$ cat src/rtl/seg_scan_mux.sv
// Time-multiplexed N-digit common-anode 7-segment driver: hex decode, dot/blank masks,
// frame-synchronous double buffering and PWM dimming. Optional macro SEG_LZ_BLANK_EN adds leading-zero blanking.
module seg_scan_mux #(
  parameter int DIGITS   = 4,
  parameter int TICK_DIV = 125000,
  parameter int BRIGHT_W = 3
) (
  input  logic                  clk,
  input  logic                  rst_n,
  input  logic [4*DIGITS-1:0]   data_in,
  input  logic [DIGITS-1:0]     dot_in,
  input  logic [DIGITS-1:0]     blank_in,
  input  logic                  load,
  input  logic [BRIGHT_W-1:0]   bright,
  output logic [DIGITS-1:0]     seg_an,
  output logic [7:0]            seg_seg,
  output logic                  frame_tick
);

  localparam int CNT_W = (TICK_DIV > 1) ? $clog2(TICK_DIV) : 1;
  localparam int IDX_W = (DIGITS > 1) ? $clog2(DIGITS) : 1;

  function automatic logic [6:0] seg_decode(input logic [3:0] nib);
    case (nib)
      4'h0: seg_decode = 7'h40;
      4'h1: seg_decode = 7'h79;
      4'h2: seg_decode = 7'h24;
      4'h3: seg_decode = 7'h30;
      4'h4: seg_decode = 7'h19;
      4'h5: seg_decode = 7'h12;
      4'h6: seg_decode = 7'h02;
      4'h7: seg_decode = 7'h78;
      4'h8: seg_decode = 7'h00;
      4'h9: seg_decode = 7'h10;
      4'hA: seg_decode = 7'h08;
      4'hB: seg_decode = 7'h03;
      4'hC: seg_decode = 7'h46;
      4'hD: seg_decode = 7'h21;
      4'hE: seg_decode = 7'h06;
      default: seg_decode = 7'h0E;
    endcase
  endfunction

  logic [CNT_W-1:0]    cnt;
  logic [IDX_W-1:0]    idx;
  logic [BRIGHT_W-1:0] pwm_cnt;
  logic                tick, last_digit, boundary;

  logic [4*DIGITS-1:0] stg_data, disp_data;
  logic [DIGITS-1:0]   stg_dot, disp_dot, stg_blank, disp_blank;
  logic                pending;

  logic [DIGITS-1:0]   an_p1;
  logic [7:0]          seg_p1;
  logic                frame_p1;

  assign tick       = (cnt == CNT_W'(TICK_DIV - 1));
  assign last_digit = (idx == IDX_W'(DIGITS - 1));
  assign boundary   = tick && last_digit;

  // Stage 0: prescaler, scan index and PWM phase
  always_ff @(posedge clk or negedge rst_n) begin
    if (!rst_n) begin
      cnt      <= '0;
      idx      <= '0;
      pwm_cnt  <= '0;
      frame_p1 <= 1'b0;
    end else begin
      cnt      <= tick ? '0 : cnt + 1'b1;
      pwm_cnt  <= tick ? '0 : pwm_cnt + 1'b1;
      frame_p1 <= boundary;
      if (tick) idx <= last_digit ? '0 : idx + 1'b1;
    end
  end

  // A load landing exactly on the boundary bypasses staging so it shows in the very next frame
  always_ff @(posedge clk or negedge rst_n) begin
    if (!rst_n) begin
      stg_data   <= '0;
      stg_dot    <= '0;
      stg_blank  <= '1;
      disp_data  <= '0;
      disp_dot   <= '0;
      disp_blank <= '1;
      pending    <= 1'b0;
    end else begin
      if (load) begin
        stg_data  <= data_in;
        stg_dot   <= dot_in;
        stg_blank <= blank_in;
      end
      if (boundary && load) begin
        disp_data  <= data_in;
        disp_dot   <= dot_in;
        disp_blank <= blank_in;
        pending    <= 1'b0;
      end else if (boundary && pending) begin
        disp_data  <= stg_data;
        disp_dot   <= stg_dot;
        disp_blank <= stg_blank;
        pending    <= 1'b0;
      end else if (load) begin
        pending    <= 1'b1;
      end
    end
  end

  logic [DIGITS-1:0] lz_mask;
`ifdef SEG_LZ_BLANK_EN
  logic lz_run;
  always_comb begin
    lz_mask = '0;
    lz_run  = 1'b1;
    for (int k = DIGITS - 1; k >= 1; k--) begin
      if (lz_run && disp_data[4*k +: 4] == 4'h0 && !disp_dot[k]) lz_mask[k] = 1'b1;
      else lz_run = 1'b0;
    end
  end
`else
  assign lz_mask = '0;
`endif

  logic [3:0]        cur_nib;
  logic              cur_dot, cur_dark, pwm_on;
  logic [DIGITS-1:0] an_nx;
  logic [7:0]        seg_nx;

  always_comb begin
    cur_nib  = 4'h0;
    cur_dot  = 1'b0;
    cur_dark = 1'b1;
    pwm_on   = (pwm_cnt <= bright);
    an_nx    = '1;
    for (int k = 0; k < DIGITS; k++) begin
      if (IDX_W'(k) == idx) begin
        cur_nib  = disp_data[4*k +: 4];
        cur_dot  = disp_dot[k];
        cur_dark = disp_blank[k] | lz_mask[k];
        an_nx[k] = !pwm_on;
      end
    end
    if (!pwm_on || cur_dark) seg_nx = 8'hFF;
    else                     seg_nx = {~cur_dot, seg_decode(cur_nib)};
  end

  // Stage 1: registered pin drivers
  always_ff @(posedge clk or negedge rst_n) begin
    if (!rst_n) begin
      an_p1  <= '1;
      seg_p1 <= 8'hFF;
    end else begin
      an_p1  <= an_nx;
      seg_p1 <= seg_nx;
    end
  end

  assign seg_an     = an_p1;
  assign seg_seg    = seg_p1;
  assign frame_tick = frame_p1;

endmodule
$ cat config.mk
export PLATFORM = sky130hd
export DESIGN_NAME = seg_scan_mux
export DESIGN_NICKNAME = d
export VERILOG_FILES = /design/src/rtl/seg_scan_mux.sv
export SDC_FILE = /design/constraint.sdc
export NUM_CORES = 1
export LEC_CHECK = 0
export CAP_MARGIN = 20
export CORE_ASPECT_RATIO = 0.75
export CORE_MARGIN = 3
export CORE_UTILIZATION = 50
export CTS_CLUSTER_SIZE = 28
export DETAILED_ROUTE_END_ITERATION = 10
export PLACE_DENSITY = 0.87
export RECOVER_POWER = 100
export SLEW_MARGIN = 20
export SYNTH_ARGS = -nofsm -noshare
export SYNTH_HDL_FRONTEND = slang
export SYNTH_SLANG_ARGS = --single-unit
$ cat constraint.sdc
create_clock -name clk -period 2.38 [get_ports clk]
set_input_delay 0.357 -clock clk [delete_from_list [all_inputs] [get_ports clk]]
set_output_delay 0.357 -clock clk [all_outputs]
set_load 0.1 [all_outputs]
After elaboration in Yosys (flattened, before gate mapping)
Memories as Yosys holds them, arrays and structs flattened.
Cells that the tools add are included.
Storage, ports and cells
  register bits after elaboration: 84
  memories: 1
  output and inout bits: 13
  logic and storage cells: 61
  ROM bits: 112
  input bits: 30
Operators by class
  bitwise operators: 1
  reductions and logical operators: 8
  muxes and demuxes: 29
  order comparisons: 1
  add/subtract/negate cells: 3
  eq/ne operators: 5
Memory list
  (no name shown): words 16, bits a word 7, read ports 1, clocked after Yosys merged registers in 0, wr ports 0, line 24  | case (nib)
Operator list (count)
  16-bit two-way mux: 2
  4-bit two-way mux: 8
  17-bit by 1-bit adder with 17-bit output, second input constant: 1
  17-bit == test, second input constant: 1
  17-bit two-way mux: 1
  1-bit two-way mux: 15
  8-bit two-way mux: 1
  2-bit == test, first input constant: 2
  3-bit by 1-bit adder with 3-bit output, second input constant: 1
  3-bit <= comparator: 1
  1-bit logical AND: 3
  3-bit two-way mux: 1
  3-bit nonzero test: 1
  2-bit by 1-bit adder with 2-bit output, second input constant: 1
  1-bit by 2-bit == test with 1-bit output, first input constant: 1
  2-bit == test, second input constant: 1
  2-bit logical NOT: 1
  2-bit two-way mux: 1
  2-bit nonzero test: 1
  1-bit logical NOT: 1
  1-bit logical OR: 1
  1-bit NOT: 1

Depth between registers and ports, before layout
  depth in word-level cells: 7
  mapped depth: 11
  gate-level depth less buffers: 10

Worst setup path after synthesis
Ideal clock, no wire load.
  path type: register to register
  from: register idx[0]
  to: register seg_p1[3] (netlist: seg_seg[3])
  period minus slack after synthesis: 2.568 ns
  arrival time: 2.476 ns
  library setup time: 0.091 ns
  slack: -0.188 ns
  stages on the path, launching flop included: 11
  required time: 2.289 ns
  path through: dfrtp_1 ha_1 clkbuf_1 nor2b_1 a22oi_1 a221oi_1 inv_1 ha_1 nor2_1 a211oi_1 o21ai_0
Between the ends
  longest elaborated chain between the ends: 7
RTL lines
  start, declared: line 45  | logic [IDX_W-1:0] idx;
  start signal, assigned: line 72  | if (tick) idx <= last_digit ? '0 : idx + 1'b1;
  2-bit logical NOT: line 135  | if (IDX_W'(k) == idx) begin
  4-bit two-way mux or 1-bit two-way mux (tied branches) (4 in a row): line 135
  memory read 16 x 7 bit or 1-bit logical OR (tied branches)
  8-bit two-way mux (*): line 142  | if (!pwm_on || cur_dark) seg_nx = 8'hFF;
  named net seg_nx[3]: line 126  | logic [7:0] seg_nx;
  end signal, assigned: line 153  | seg_p1 <= seg_nx;
  end, declared: line 54  | logic [7:0] seg_p1;
Mark *: on every way through the listed nets, which the timed path passes. The rest lies on a longest branch.
A chain may end at the register's enable or synchronous reset.

Worst setup path after layout
  from: input load
  to: register disp_dot[2]
Between the ends
  longest elaborated chain between the ends: 2
RTL lines
  start, declared: line 13  | input logic load,
  1-bit logical AND (*): line 92  | if (boundary && load) begin
  4-bit two-way mux or 2-bit nonzero test (tied branches)
  end signal, assigned: line 94  | disp_dot <= dot_in;
  end signal, assigned: line 99  | disp_dot <= stg_dot;
  end, declared: line 50  | logic [DIGITS-1:0] stg_dot, disp_dot, stg_blank, disp_blank;
Every way passes the cells marked *; elsewhere a longest branch is shown, timed or not.

==> reports/summary.md <==
In the final layout, the share of cells above drive strength 1 is 28.5%. In this run the deepest clock path goes through 2 buffers. Power spread over the standard cell area amounts to 596 nW/um2. The routed design has 7670 um of wire. Pin count of the biggest net entering global routing: 38.

During placement, the flow inserted port buffers numbering 42. The depth of the worst hold-timing path is 1. The synthesized netlist cell count came out at 305. The initial utilization of the core area, before any placement, comes to 53.7%. The leftover overflow at the end of global routing is 0. The total number of clock tree sinks is 84.

The run gives 28.6% as the met2 routing resource usage after global routing. In the routed design, unresolved DRC markers number 0. The count of nets left with antenna violations once routing finished came out at 0.

Highest-delay cell along the critical path: sky130_fd_sc_hd__dlygate4sd3_1. The initial antenna violation count came out at 0. The commonest cells after synthesis are 64 x sky130_fd_sc_hd__dfrtp_1, 42 x sky130_fd_sc_hd__mux2_2, 20 x sky130_fd_sc_hd__dfstp_2. For the worst setup path, the data required time is 2.62 ns. Summing the sequential cell areas from Yosys gives 55.6% of the chip area. Clock latency at the later pin of the worst-skew pair: 0.35 ns.

The global routing stage identified its most utilized layer as met2. In this run, the number of DRC markers left after iteration 0 of detailed routing was 166. Data on the critical path arrives at its endpoint at 2.54 ns. The analysis attributes to cell leakage a power of 2.05 nW.

Counting flops with a built-in enable in the synthesized netlist gives 0. Largest area contributor in the netlist: sky130_fd_sc_hd__dfrtp_1. Max-cap violation count: 0.

By area the synthesized netlist is led by sky130_fd_sc_hd__dfrtp_1 42%, sky130_fd_sc_hd__dfstp_2 14%, sky130_fd_sc_hd__mux2_2 12%, sky130_fd_sc_hd__ha_1 5.2%, sky130_fd_sc_hd__xor2_1 2.3%. The die span in y was 81.7 um; the wire length of the first global-routing pass was 12500 um. Counting cells, the worst reg-to-reg path comes to 9.

The final route contains 2509 vias. In this run the worst hold path is classified as reg2reg. The run finished with clean final reports. The routability congestion estimate is 0.858, and the cell area after technology mapping is 3820 um2. Global routing used 18.7% of the available tracks across all layers.

The capture instance of the worst register-to-register path is seg_seg[3]. Setup repair after global routing left no endpoint under its margin. The run gives 26.7% as the global-route track usage on met1.

Once detailed placement completed, the half-perimeter wirelength came to 5450 um. Clock-pin slew was measured on the worst setup and hold paths at 0.08 ns. Timing would allow up to 0.434 GHz. The area enclosed by the die boundary was 8740 um2. Endpoint kind of the worst setup timing path: a register.

The run gives 0.0779 ns as the setup slack after layout. In the finished design, the share of the clock period the worst path needs comes to 96.7%. The worst hold path endpoint was pwm_cnt[0]. The area share of the largest cell type after synthesis is 41.9%, and the maximum cell stage delay along the critical path is 0.75 ns.

Averaged over all synthesized cells, the footprint is 12.5 um2. The number of fill cells was 546. Counting distinct cell types in the post-synthesis netlist gives 46. In this run the most critical hold path is launched from pwm_cnt[0]. The tools report the element type at the critical path start as an input pin. Most numerous cell in the Yosys netlist: sky130_fd_sc_hd__dfrtp_1.

Traced cell by cell, the critical path runs through dlygate4sd3_1 -> clkbuf_1 -> mux2_2 -> mux2_2. Among the stages of the critical path, the cell type that occurs most often is sky130_fd_sc_hd__mux2_2. The net count of the finished layout is 409. The area overhead of the layout relative to synthesis was 19.7%; the CTS buffer count was 9. TritonCTS built the clock tree. Final hold analysis gives a worst-case slack of 0.475 ns. The tools report the post-place setup slack as -0.0692 ns. In this run the standard cell core region covers 7120 um2.

The count of endpoints failing hold in the final timing report is 0. The worst setup path is of the in2reg kind. The detailed-route wire length per cell was 16.5 um. The tools report the critical register-to-register path startpoint as idx[0].

The register bit count reported by yosys was 84. The logs give 4.32% for the met3 usage and 0 for the number of antenna cells inserted. After synthesis, the share of flip-flops with an asynchronous set or reset is 100%. The routed via count divided by cell count is 5.38, and the number of ports placed on the die boundary is 43.

Before antenna repair, the detailed router went through 4 iterations. Between clock sinks in the finished design, the worst skew comes to 0.00902 ns. The routed design could run at a clock period as short as 2.30 ns.

For this run, the number of Yosys warnings is 0. In this run the tightest slew margin relative to its limit is 22.8%. The biggest fanout along the worst timing path works out to 16. The run gives 26 as the number of rows in the core area. The tools report the net count after synthesis as 351. In this run the register-to-register setup slack is 0.13 ns. The depth of the CTS H-tree is 3.

The worst-margin pin slew is 1.16 ns. For the max-slew violation count, the log shows 0. The cell at the root of the clock tree is sky130_fd_sc_hd__clkbuf_8.

The number of global-route vias before repair was 2498. The die width was 107 um. Setup violations remaining at the end of the flow were counted as 0. For this run, the leading register cell type out of synthesis is sky130_fd_sc_hd__dfrtp_1. VDD sags by at most 0.402 mV.
report_power, final:
group	switching (mW)	total, mW	internal (mW)
Clock	0.499	1.02	0.518
Combinational	0.118	0.210	0.0921
Sequential	0.0169	1.50	1.49
Total	0.634	2.73	2.10
through the flow:
| stage | instance area (um2) | setup TNS, ns | power, mW | util, % | cells |
|---|---|---|---|---|---|
| after floorplan | 3830 | 0 | 1.64 | - | 305 |
| after global placement | 4400 | 0 | 1.74 | 61.7 | 446 |
| after detailed placement | 4400 | -0.227 | 1.75 | 61.7 | 446 |
| after CTS | 4620 | 0 | 2.78 | 64.8 | 464 |
| after global routing | 4580 | 0 | 2.84 | 64.2 | 466 |
| final | 4580 | 0 | 2.73 | 64.2 | 466 |
cells in the final DEF (no fill, tap or decap), types with 3 or more instances in the layout:
cell	n
sky130_fd_sc_hd__dfrtp_1	64
sky130_fd_sc_hd__mux2_2	35
sky130_fd_sc_hd__clkdlybuf4s50_1	26
sky130_fd_sc_hd__dfstp_2	20
sky130_fd_sc_hd__nor2_1	18
sky130_fd_sc_hd__nand2_1	17
sky130_fd_sc_hd__ha_1	15
sky130_fd_sc_hd__clkbuf_2	15
sky130_fd_sc_hd__inv_1	13
sky130_fd_sc_hd__nand3_1	10
sky130_fd_sc_hd__xor2_1	10
sky130_fd_sc_hd__clkbuf_8	10
sky130_fd_sc_hd__buf_4	10
sky130_fd_sc_hd__nor2b_1	8
sky130_fd_sc_hd__mux2_1	8
sky130_fd_sc_hd__a21oi_1	7
sky130_fd_sc_hd__a22oi_1	6
sky130_fd_sc_hd__xnor2_1	6
sky130_fd_sc_hd__o2bb2ai_1	5
sky130_fd_sc_hd__clkbuf_1	5
sky130_fd_sc_hd__o21ai_0	4
sky130_fd_sc_hd__nor3b_1	3
sky130_fd_sc_hd__nand3b_1	3
sky130_fd_sc_hd__nand2b_1	3
sky130_fd_sc_hd__o221ai_1	3
sky130_fd_sc_hd__nand4_1	3
sky130_fd_sc_hd__dlygate4sd3_1	3
metal layers:
metal,wire length (um),part of all wire [%],up-vias
met5,0,0,-
met4,86,1.1,0
met3,360,4.7,10
met2,3450,45,59
met1,3780,49,1252
li1,-,-,1188
registers in the layout, indices dropped and copies added, names as in the netlist:
name and cells:
stg_blank 4, frame_tick 1, seg_seg 8, cnt 17, stg_dot 4, pending 1, disp_blank 4, pwm_cnt 3
seg_an 4, disp_data 16, disp_dot 4, stg_data 16, idx 2
final cells by class:
type / count / area, um2 / share of cell area (%)
Tap cell: 98 / 123 / 2.68
Inverter: 13 / 48.8 / 1.07
Timing Repair Buffer: 59 / 463 / 10.1
Clock inverter: 5 / 60.1 / 1.31
Clock buffer: 11 / 141 / 3.09
Sequential cell: 84 / 2130 / 46.5
Multi-Input combinational cell: 196 / 1610 / 35.3
worst max-delay path: cells and delay by family:
| kind | cells | cell delay (ns) |
|---|---|---|
| buffers and inverters | 2 | 1.47 |
| multiplexers | 2 | 0.71 |
worst max-delay path by stage:
stage,to,start
final,disp_dot[2],load
after global routing,disp_data[0],load
after CTS,disp_data[14],cnt[0]
after detailed placement,seg_seg[2],bright[1]
after global placement,seg_seg[6],bright[1]
after floorplan,seg_seg[3],idx[0]
timing repair:
action,in CTS,in global routing
endpoints found under the setup margin,1,22
pin swaps,1,2
cloned,0,1
buffers inserted,1,1
hold buffers,1,0
gates resized for setup,1,3
hold endpoints to repair,24,0
cell families after synthesis:
family	Yosys count	synth area share, %
AOI/OAI and AO/OA	41	8.18
xor gates and xnor gates	16	3.67
adders and majority gates	16	5.24
buffers and inverters	26	2.95
DFF	84	55.6
muxes	44	12.9
and+or+nand+nor	78	11.4
No activity file was read; power rests on OpenSTA's default activity.
==> patch (config.mk and constraints unchanged) <==
The option `SEG_LZ_BLANK_EN` is turned on by a define.
--- a/src/rtl/seg_scan_mux.sv
+++ b/src/rtl/seg_scan_mux.sv
@@ -1,5 +1,7 @@
 // Time-multiplexed N-digit common-anode 7-segment driver: hex decode, dot/blank masks,
 // frame-synchronous double buffering and PWM dimming. Optional macro SEG_LZ_BLANK_EN adds leading-zero blanking.
+`define SEG_LZ_BLANK_EN
+
 module seg_scan_mux #(
   parameter int DIGITS   = 4,
   parameter int TICK_DIV = 125000,
Function: no difference found for any inputs over 10 cycles, from zero or initial values and one cycle with rst_n low; that may be too few to reach the edited logic, so the function may still have changed.
==> patch against the unedited design <==
- die area grew 5.8%
- wire length grew 6.0%
- sequential cell count is the same
- core utilization shrank 1.0 points
- design area grew 5.0%
- first-iteration DRC count grew 3.6%
- highest routed layer unchanged
- sequential share of layout area shrank 2.2 points
- worst setup slack gained 110 ps
- area after synthesis grew 6.2%
- synthesized cell count grew 10%
- clock skew grew 0.51 ps
- clock power grew 23%
- total power grew 8.5%
==> patch: results (changes against the unedited design) <==
run status: completed (unchanged)
leading cell types by count after synthesis: dfrtp_1, mux2_2, a22o_1, dfstp_2 (was dfrtp_1, mux2_2, dfstp_2)
Peak VDD IR: 0.5159 mV (was 0.4019 mV)
Worst Skew: 9.532 ps (was 9.021 ps)
first-pass GRT wire length: 13430 µm (was 12480 µm)
Met1 Routed Length: 3676 µm (was 3775 µm)
power density over cell area: 616.2 nW/µm² (was 596.4 nW/µm²)
capturing point of the worst reg2reg path: disp_data[3] (was seg_seg[3])
sum of met3 wire segment lengths after detailed routing: 577 µm (was 360 µm)
reg2reg start: cnt[0] (was idx[0])
longest individual stage delay on the worst path: 470 ps (was 750 ps)
number of optimization iterations in the first detailed-route pass: 4 (unchanged)
total length of routed wires: 8137 µm (was 7674 µm)
placed standard-cell area: 4631 µm² (was 4395 µm²)
count of cells along the worst register-to-register path: 6 (was 9)
critical path arrival: 2440 ps (was 2540 ps)
dpl hpwl: 5999 µm (was 5447 µm)
largest net degree at the start of global routing: 49 (was 38)
placed instance count: 481 (was 446)
kind of cell adding the most delay to the critical path: simple AND/OR/NAND/NOR gates (was buffers and inverters)
detailed router's first-iteration violation count: 172 (was 166)
via count of the first global-routing pass: 2841 (was 2498)
post-synthesis share of cell area spent on xor and xnor gates: 3.453% (was 3.666%)
largest fanout of any net on the critical path: 23 (was 16)
setup repair bufs after CTS: 0 (was 1)
GP Congestion: 0.8792 (was 0.8575)
met2 Resource Use GR: 28.96% (was 28.58%)
Peak Freq: 456.7 MHz (was 434.4 MHz)
class of the most critical hold timing path: primary input to asynchronous set/reset pin (was flip-flop to flip-flop)
dominant combinational cell family by area after synthesis: simple AND/OR/NAND/NOR gates (was multiplexers)
number of resized instances in the post-cts repair step: 0 (was 1)
DP Worst Slack: 120.9 ps (was -69.23 ps)
grt met3 use: 7.657% (was 4.321%)
worst slack on hold paths: 223.9 ps (was 474.9 ps)
count of vias placed by the detailed router: 2861 (was 2509)
net count reported at finish: 436 (was 409)
post-synth cell types: 50 (was 46)
share of final-layout standard cells stronger than drive strength 1: 25.25% (was 28.53%)
GR Layer Usage met1: 24.72% (was 26.75%)
Synth Area in Compound Gates: 9.834% (was 8.183%)
worst slew slack as a fraction of its limit: 21.12% (was 22.84%)
leakage power: 2.164 nW (was 2.052 nW)
total track usage: 18.92% (was 18.66%)
portion of the post-synthesis area used by sequential elements: 52.40% (was 55.65%)
crit path kind: flip-flop to flip-flop (was primary input to flip-flop)
multiplexer fraction of the synthesized cell area: 12.76% (was 12.93%)
layout filler cell count: 597 (was 546)
detail-routed net length per standard cell: 16.37 µm (was 16.47 µm)
initial antenna violation count: 1 (was 0)
post-synthesis instance total: 336 (was 305)
wire length on met2: 3772 µm (was 3452 µm)
area share of fa/ha/maj cells after synthesis: 4.624% (was 5.237%)
share of async-settable or async-resettable flops after synthesis: 100.0% (unchanged)
[patch: cell types whose count changed after synthesis, sizes merged, moves of 4 or more]
cell,change
a22o,+20
buf,+9
a22oi,-6
clkbuf,-6
nand3,+6
inv,+5
nor2b,-5
o2bb2ai,-5
a21oi,-4
nor3,+4
[patch: kinds of logic after synthesis]
group | count (synthesis)
and+or+nand+nor | 94
DFF | 84
AOI/OAI and AO/OA | 50
muxes | 43
buffers and inverters | 34
xor gates and xnor gates | 16
adders and majority gates | 15
[patch: cell type report]
type / instances / area share, %
well taps: 101 / 2.630
inverters: 18 / 1.406
clock inverters: 4 / 1.979
repair buffers: 60 / 9.425
clock buffers: 12 / 3.228
multi-input cells: 218 / 37.07
flip-flops and latches: 84 / 44.26
[patch: report_power, final]
part,internal [W],switching [W]
sequential,0.00148,0.0000149
combinational,0.0000974,0.000121
clock,0.000753,0.000493
